## src/rtl/sprite_line_fetcher.sv

```systemverilog
// sprite_line_fetcher: one shared sprite ROM serves NUM_SPR sprites (index 0 = player).
// On line_start it scans every sprite against next_line and streams SPR_W pixels of
// each hit sprite's row from the ROM into that sprite's line buffer.
//
// Ports:
//   clk, rst          clock; asynchronous active-high reset
//   line_start        one-cycle pulse, begin fetch for next_line
//   next_line         scanline to prepare (sampled on line_start)
//   spr_y, spr_base   packed per-sprite top row (10b) and frame base address
//   rom_en, rom_addr  ROM read request
//   rom_data          ROM pixel, valid ROM_LAT cycles after rom_en
//   buf_we/sel/addr   line-buffer write (sprite index, pixel column)
//   buf_wdata         rom_data while buf_we is high, otherwise 0
//   spr_hit           hit mask of the last completed line
//   busy, done        fetch in progress / line buffers complete pulse
//   overrun           pulse when line_start arrives while busy
//   overrun_cnt       saturating overrun counter, only with OVERRUN_CNT_EN defined
module sprite_line_fetcher #(
  parameter int unsigned NUM_SPR = 6,
  parameter int unsigned SPR_W   = 16,
  parameter int unsigned SPR_H   = 16,
  parameter int unsigned SHEET_W = 48,
  parameter int unsigned ADDR_W  = 12,
  parameter int unsigned ROM_LAT = 1
) (
  input  logic                      clk,
  input  logic                      rst,
  input  logic                      line_start,
  input  logic [9:0]                next_line,
  input  logic [10*NUM_SPR-1:0]     spr_y,
  input  logic [ADDR_W*NUM_SPR-1:0] spr_base,
  output logic                      rom_en,
  output logic [ADDR_W-1:0]         rom_addr,
  input  logic [7:0]                rom_data,
  output logic                      buf_we,
  output logic [2:0]                buf_sel,
  output logic [3:0]                buf_addr,
  output logic [7:0]                buf_wdata,
  output logic [NUM_SPR-1:0]        spr_hit,
  output logic                      busy,
  output logic                      done,
  output logic                      overrun
`ifdef OVERRUN_CNT_EN
  ,
  output logic [7:0]                overrun_cnt
`endif
);

  localparam int unsigned IDX_W = 3;
  localparam int unsigned COL_W = 4;
  localparam int unsigned LAT_W = $clog2(ROM_LAT + 1);

  typedef enum logic [1:0] {S_IDLE, S_SCAN, S_FETCH, S_DRAIN} state_t;

  state_t                state_q, state_n;
  logic [IDX_W-1:0]      idx_q, idx_n;
  logic [COL_W-1:0]      col_q, col_n;
  logic [9:0]            row_q, row_n;
  logic [9:0]            line_q, line_n;
  logic [NUM_SPR-1:0]    mask_q, mask_n;
  logic [LAT_W-1:0]      drain_q, drain_n;
  logic                  rom_en_n, busy_n, done_n, overrun_n, buf_we_n;
  logic [ADDR_W-1:0]     rom_addr_n;
  logic [NUM_SPR-1:0]    hit_n;
  logic [IDX_W-1:0]      buf_sel_n;
  logic [COL_W-1:0]      buf_addr_n;

  // Write pipeline: stage 0 lines up with the registered ROM request.
  logic                  pv_q [ROM_LAT];
  logic                  pv_n [ROM_LAT];
  logic [IDX_W-1:0]      ps_q [ROM_LAT];
  logic [IDX_W-1:0]      ps_n [ROM_LAT];
  logic [COL_W-1:0]      pc_q [ROM_LAT];
  logic [COL_W-1:0]      pc_n [ROM_LAT];

  // Current sprite's row within itself; mod-1024 subtraction handles wrap at the top.
  logic [9:0]            y_cur_c, row_cur_c;
  logic [ADDR_W-1:0]     base_cur_c;
  logic                  last_c;

  assign y_cur_c    = spr_y[10*32'(idx_q) +: 10];
  assign base_cur_c = spr_base[ADDR_W*32'(idx_q) +: ADDR_W];
  assign row_cur_c  = line_q - y_cur_c;
  assign last_c     = (idx_q == IDX_W'(NUM_SPR - 1));

  // Pixel data passes straight through so it meets the write in the same cycle.
  assign buf_wdata  = buf_we ? rom_data : 8'h00;

  function automatic logic [ADDR_W-1:0] pix_addr(input logic [ADDR_W-1:0] base,
                                                 input logic [9:0]        row,
                                                 input logic [COL_W-1:0]  col);
    logic [31:0] sum;
    sum = 32'(base) + 32'(row) * 32'(SHEET_W) + 32'(col);
    return ADDR_W'(sum);
  endfunction

  // Next-state and registered-output values.
  always_comb begin
    state_n    = state_q;
    idx_n      = idx_q;
    col_n      = col_q;
    row_n      = row_q;
    line_n     = line_q;
    mask_n     = mask_q;
    drain_n    = drain_q;
    rom_en_n   = 1'b0;
    rom_addr_n = '0;
    busy_n     = busy;
    done_n     = 1'b0;
    overrun_n  = 1'b0;
    hit_n      = spr_hit;

    case (state_q)
      S_IDLE: begin
        if (line_start) begin
          line_n  = next_line;
          idx_n   = '0;
          mask_n  = '0;
          busy_n  = 1'b1;
          state_n = S_SCAN;
        end
      end
      S_SCAN: begin
        if (row_cur_c < 10'(SPR_H)) begin
          mask_n     = mask_q | (NUM_SPR'(1) << idx_q);
          row_n      = row_cur_c;
          col_n      = '0;
          rom_en_n   = 1'b1;
          rom_addr_n = pix_addr(base_cur_c, row_cur_c, '0);
          state_n    = S_FETCH;
        end else if (last_c) begin
          drain_n = '0;
          state_n = S_DRAIN;
        end else begin
          idx_n = idx_q + IDX_W'(1);
        end
      end
      S_FETCH: begin
        // col_q is the column currently on the ROM bus.
        if (col_q == COL_W'(SPR_W - 1)) begin
          if (last_c) begin
            drain_n = '0;
            state_n = S_DRAIN;
          end else begin
            idx_n   = idx_q + IDX_W'(1);
            state_n = S_SCAN;
          end
        end else begin
          col_n      = col_q + COL_W'(1);
          rom_en_n   = 1'b1;
          rom_addr_n = pix_addr(base_cur_c, row_q, col_q + COL_W'(1));
        end
      end
      S_DRAIN: begin
        if (drain_q == LAT_W'(ROM_LAT - 1)) begin
          done_n  = 1'b1;
          busy_n  = 1'b0;
          hit_n   = mask_q;
          state_n = S_IDLE;
        end else begin
          drain_n = drain_q + LAT_W'(1);
        end
      end
      default: state_n = S_IDLE;
    endcase

    pv_n[0] = rom_en_n;
    ps_n[0] = idx_q;
    pc_n[0] = col_n;
    for (int k = 1; k < int'(ROM_LAT); k++) begin
      pv_n[k] = pv_q[k-1];
      ps_n[k] = ps_q[k-1];
      pc_n[k] = pc_q[k-1];
    end
    buf_we_n   = pv_q[ROM_LAT-1];
    buf_sel_n  = ps_q[ROM_LAT-1];
    buf_addr_n = pc_q[ROM_LAT-1];

    // Overrun: abandon the current line, drop in-flight writes, restart the scan.
    if (line_start && busy) begin
      overrun_n  = 1'b1;
      line_n     = next_line;
      idx_n      = '0;
      mask_n     = '0;
      busy_n     = 1'b1;
      done_n     = 1'b0;
      hit_n      = spr_hit;
      rom_en_n   = 1'b0;
      rom_addr_n = '0;
      state_n    = S_SCAN;
      for (int k = 0; k < int'(ROM_LAT); k++) pv_n[k] = 1'b0;
      buf_we_n   = 1'b0;
    end
  end

  // State and output registers.
  always_ff @(posedge clk or posedge rst) begin
    if (rst) begin
      state_q  <= S_IDLE;
      idx_q    <= '0;
      col_q    <= '0;
      row_q    <= '0;
      line_q   <= '0;
      mask_q   <= '0;
      drain_q  <= '0;
      rom_en   <= 1'b0;
      rom_addr <= '0;
      buf_we   <= 1'b0;
      buf_sel  <= '0;
      buf_addr <= '0;
      spr_hit  <= '0;
      busy     <= 1'b0;
      done     <= 1'b0;
      overrun  <= 1'b0;
      for (int k = 0; k < int'(ROM_LAT); k++) begin
        pv_q[k] <= 1'b0;
        ps_q[k] <= '0;
        pc_q[k] <= '0;
      end
    end else begin
      state_q  <= state_n;
      idx_q    <= idx_n;
      col_q    <= col_n;
      row_q    <= row_n;
      line_q   <= line_n;
      mask_q   <= mask_n;
      drain_q  <= drain_n;
      rom_en   <= rom_en_n;
      rom_addr <= rom_addr_n;
      buf_we   <= buf_we_n;
      buf_sel  <= buf_sel_n;
      buf_addr <= buf_addr_n;
      spr_hit  <= hit_n;
      busy     <= busy_n;
      done     <= done_n;
      overrun  <= overrun_n;
      for (int k = 0; k < int'(ROM_LAT); k++) begin
        pv_q[k] <= pv_n[k];
        ps_q[k] <= ps_n[k];
        pc_q[k] <= pc_n[k];
      end
    end
  end

`ifdef OVERRUN_CNT_EN
  // Saturating count of overrun pulses.
  always_ff @(posedge clk or posedge rst) begin
    if (rst)                                   overrun_cnt <= 8'h00;
    else if (overrun && overrun_cnt != 8'hFF)  overrun_cnt <= overrun_cnt + 8'h01;
  end
`endif

endmodule

```

## config.mk

```make
export PLATFORM = sky130hd
export DESIGN_NAME = sprite_line_fetcher
export DESIGN_NICKNAME = d
export VERILOG_FILES = /design/src/rtl/sprite_line_fetcher.sv
export SDC_FILE = /design/constraint.sdc
export NUM_CORES = 1
export LEC_CHECK = 0
export BUFFER_PORTS_ARGS = -buffer_cell sky130_fd_sc_hd__buf_2
export CORE_MARGIN = 3
export CORE_UTILIZATION = 51
export CTS_CLUSTER_DIAMETER = 150
export CTS_CLUSTER_SIZE = 30
export DETAILED_ROUTE_END_ITERATION = 10
export GPL_ROUTABILITY_DRIVEN = 0
export PLACE_DENSITY = 0.83
export SYNTH_ARGS = -nofsm -noshare
export SYNTH_HDL_FRONTEND = slang
export SYNTH_SLANG_ARGS = --single-unit
```

## constraint.sdc

```tcl
create_clock -name clk -period 5.91 [get_ports clk]
set_clock_uncertainty 0.15 [all_clocks]
set_input_delay 0.591 -clock clk [delete_from_list [all_inputs] [get_ports clk]]
set_output_delay 0.591 -clock clk [all_outputs]
set_load 0.005 [all_outputs]
```

==> results by group <==
Timing
  • Final Hold Fails: 0
  • Max-slew violation count: 0
  • Post-route setup slack: 697 ps
  • Worst-Margin Slew: 827 ps
  • Final hold slack: 217 ps
  • Final period util: 88.2%
  • Max_slew headroom: 44.9%
  • Period minus WS final: 5210 ps
  • Setup violations, final: 0
  • Top achievable clock speed: 192 MHz
  • Setup TNS: 0 ps
  • Unrepaired setup endpoints after global routing: false

Job
  • Max cap viols: 0

Critical path
  • Slowest cell delay on critical path: 600 ps
  • Crit path top cell by count: o21ai_0
  • Crit. End Element: flop
  • CP required: 6020 ps
  • CP cell instances: mux4_2, nand2_1, o21ai_0, ha_1, fa_1, xnor2_1, fa_1, ha_1, nor2b_1, o21ai_0, a21boi_0, o21a_1, o21ai_0, or4b_1, o31ai_1
  • Slowest stage cell, crit path: dfrtp_2
  • Type of origin of the critical path: flop
  • Critical path class: reg2reg
  • CP arrival: 5320 ps
  • Peak fanout along the critical path: 14

Clocking
  • Post_cts resized: 0
  • Setup bufs post-CTS: 0
  • Clock Latency Late Sink: 350 ps
  • Cts bufs inserted: 9
  • Clk root buf: clkbuf_8
  • CTS sink count: 66
  • H-tree levels: 3
  • Hold buffers post-CTS: 0
  • Longest Clk Path Bufs: 2
  • Clock transition at path regs: 80 ps
  • CTS tree: yes

Power and ir drop
  • P_int: 2.60 mW
  • P_sw: 2.49 mW
  • Sw frac: 48.9%
  • Leakage: 3.39 nW
  • Overall power: 5.08 mW
  • Clock power frac: 7.7%
  • Maximum vdd ir drop: 0.559 mV
  • Pwr Density: 763 mW/mm²
  • Seq pwr share: 13.4%
  • Logic gate share of total power: 78.9%

Place
  • DP HPWL: 12.6 mm
  • Pre-CTS WS: 804 ps
  • DP Cell Count: 853
  • Placed cell area: 0.00646 mm²
  • IO Port Bufs: 190

GRT
  • Total GRT Usage: 26.8%
  • Vias in the first global route: 5181
  • First-pass GRT wire length: 24.4 mm
  • Grt met1 use: 30.2%
  • GR Layer Usage met2: 48.4%
  • Met3 usage: 6.22%
  • Initial antenna violation count: 0
  • Largest net degree at the start of global routing: 67
  • GR peak layer: met2
  • Remaining Overflow, GRT: 0

Cells and area
  • Fin util: 66.6%
  • Area occupied by registers: 0.00165 mm²
  • Fin area: 0.00666 mm²
  • Layout cells sized above 1: 35.3%
  • # fillers: 821
  • Commonest non-fill, non-tap cell in the layout: buf_2
  • Commonest non-fill, non-tap cells in the layout: 190 x buf_2, 65 x dfrtp_1, 53 x ha_1, 45 x nor2_1, 38 x o21ai_0
  • Diodes inserted: 0
  • Area grow syn2layout: 23.9%
  • Non-filler cells, final: 869
  • Fin nets: 942
  • Footprint of the multi-input gates: 0.00349 mm²

Min path
  • Worst min path class: reg2reg

Logic synthesis
  • Cells after Synth: 542
  • Top FF cell, synth: dfrtp_1
  • Synth Area per Inst: 9.92 µm²
  • Synthesized area: 0.00538 mm²
  • Largest area contributor in the netlist: dfrtp_1
  • Dominant cells by area after synthesis: dfrtp_1 31%, ha_1 12%, mux4_2 8.8%
  • Syn. warnings: 0
  • Register area share after synthesis: 30.7%
  • Ys async rst share: 100%
  • Flops & latches, synth: 66
  • Syn_nets: 753
  • Synth cell types: 61
  • Number of synthesized flops with an enable pin: 0
  • Post-synth top area share: 30.7%

Floorplanning
  • Placeable core area: 0.0100 mm²
  • Die width: 109 µm
  • Ports: 191
  • Die Span Y: 109 µm
  • Initial Utilization: 53.8%
  • Full die area: 0.0118 mm²
  • Row count: 36

Detailed routing
  • Avg WL per Cell: 17.6 µm
  • Vias per cell: 5.73
  • DR vias: 4978
  • Post-route ant nets: 0
  • DRC marker count from the first detailed-route iteration: 185
  • Drt pass-1 iters: 6
  • Routed WL: 15.3 mm
  • Post-route DRC violation count: 0

Outcome
  • Status: finished, final reports clean
[power by group through the flow]
stage,combinational [mW],clock [mW],sequential [mW]
2_1_floorplan,3.08,0,0.650
4_1_cts,3.96,0.397,0.678
5_1_grt,4.46,0.419,0.696
3_5_place_dp,3.94,0,0.687
6_report,4.01,0.392,0.679
3_3_place_gp,3.70,0,0.676
[layout make-up]
class / instances / area share, %
Clock inverter: 6 / 0.996
Inverter: 36 / 2.03
Clock buffer: 10 / 2.07
Sequential cell: 66 / 24.8
Tap cell: 133 / 2.50
Timing Repair Buffer: 198 / 15.2
Multi-Input combinational cell: 420 / 52.4
[worst paths after layout]
path,slack [ps],cells after the start,start,end
worst max-delay path,700,15,idx_q[0],rom_addr[10]
worst min-delay path,220,0,buf_sel_n[0],buf_sel[0]
worst max register to register,700,15,idx_q[0],rom_addr[10]
worst min register to register,220,0,buf_sel_n[0],buf_sel[0]
max in group asynchronous,4700,3,rst,idx_q[0]
min in group asynchronous,330,3,rst,buf_addr[2]
[synthesized netlist by cell type (all sizes together), types with 2 or more instances]
master / number
a21oi: 33
a22oi: 6
xnor2: 24
fa: 5
dfrtp: 66
mux2i: 30
inv: 36
a211oi: 4
and4bb: 2
clkbuf: 13
nor3: 6
or4: 3
a31oi: 6
nand2b: 3
nand3: 7
mux2: 17
buf: 7
o21ai: 38
o21a: 7
nor2b: 7
a21o: 8
and2: 10
a21boi: 3
and4: 2
o31a: 2
ha: 53
xor2: 9
o21bai: 4
o22ai: 2
nor2: 45
mux4: 21
nand2: 36
nor4: 2
a41oi: 6
o41ai: 2
[worst max-delay path, delay by kind of cell (launching register included)]
family | cells | cell delay [ps]
AOI/OAI and AO/OA | 6 | 1110
adders and majority gates | 4 | 1490
xor gates and xnor gates | 1 | 510
DFF | 1 | 600
muxes | 1 | 550
and+or+nand+nor | 3 | 680
[state kept, by name (all words and copies together), names as in the netlist, 2 cells and up]
signal	count
buf_addr	4
buf_addr_n	4
buf_sel	3
buf_sel_n	3
idx_q	3
line_q	10
mask_q	6
rom_addr	12
row_q	8
spr_hit	6
state_q	2
[kinds of logic after synthesis]
group | count (synthesis) | synth area share [%]
AND/OR/NAND/NOR | 129 | 11.8
AO/OA/AOI/OAI | 132 | 15.4
XOR/XNOR | 33 | 5.38
adder cells (fa/ha/maj) | 58 | 14.2
flip-flops | 66 | 30.7
multiplexers | 68 | 18.2
buffers and inverters | 56 | 4.33
[layer usage]
metal	wire length (µm)	vias up
met1	5660	2348
met2	7910	243
met4	483	0
met5	0	-
met3	1220	37
li1	-	2350
(Power assumes the default switching activity.)
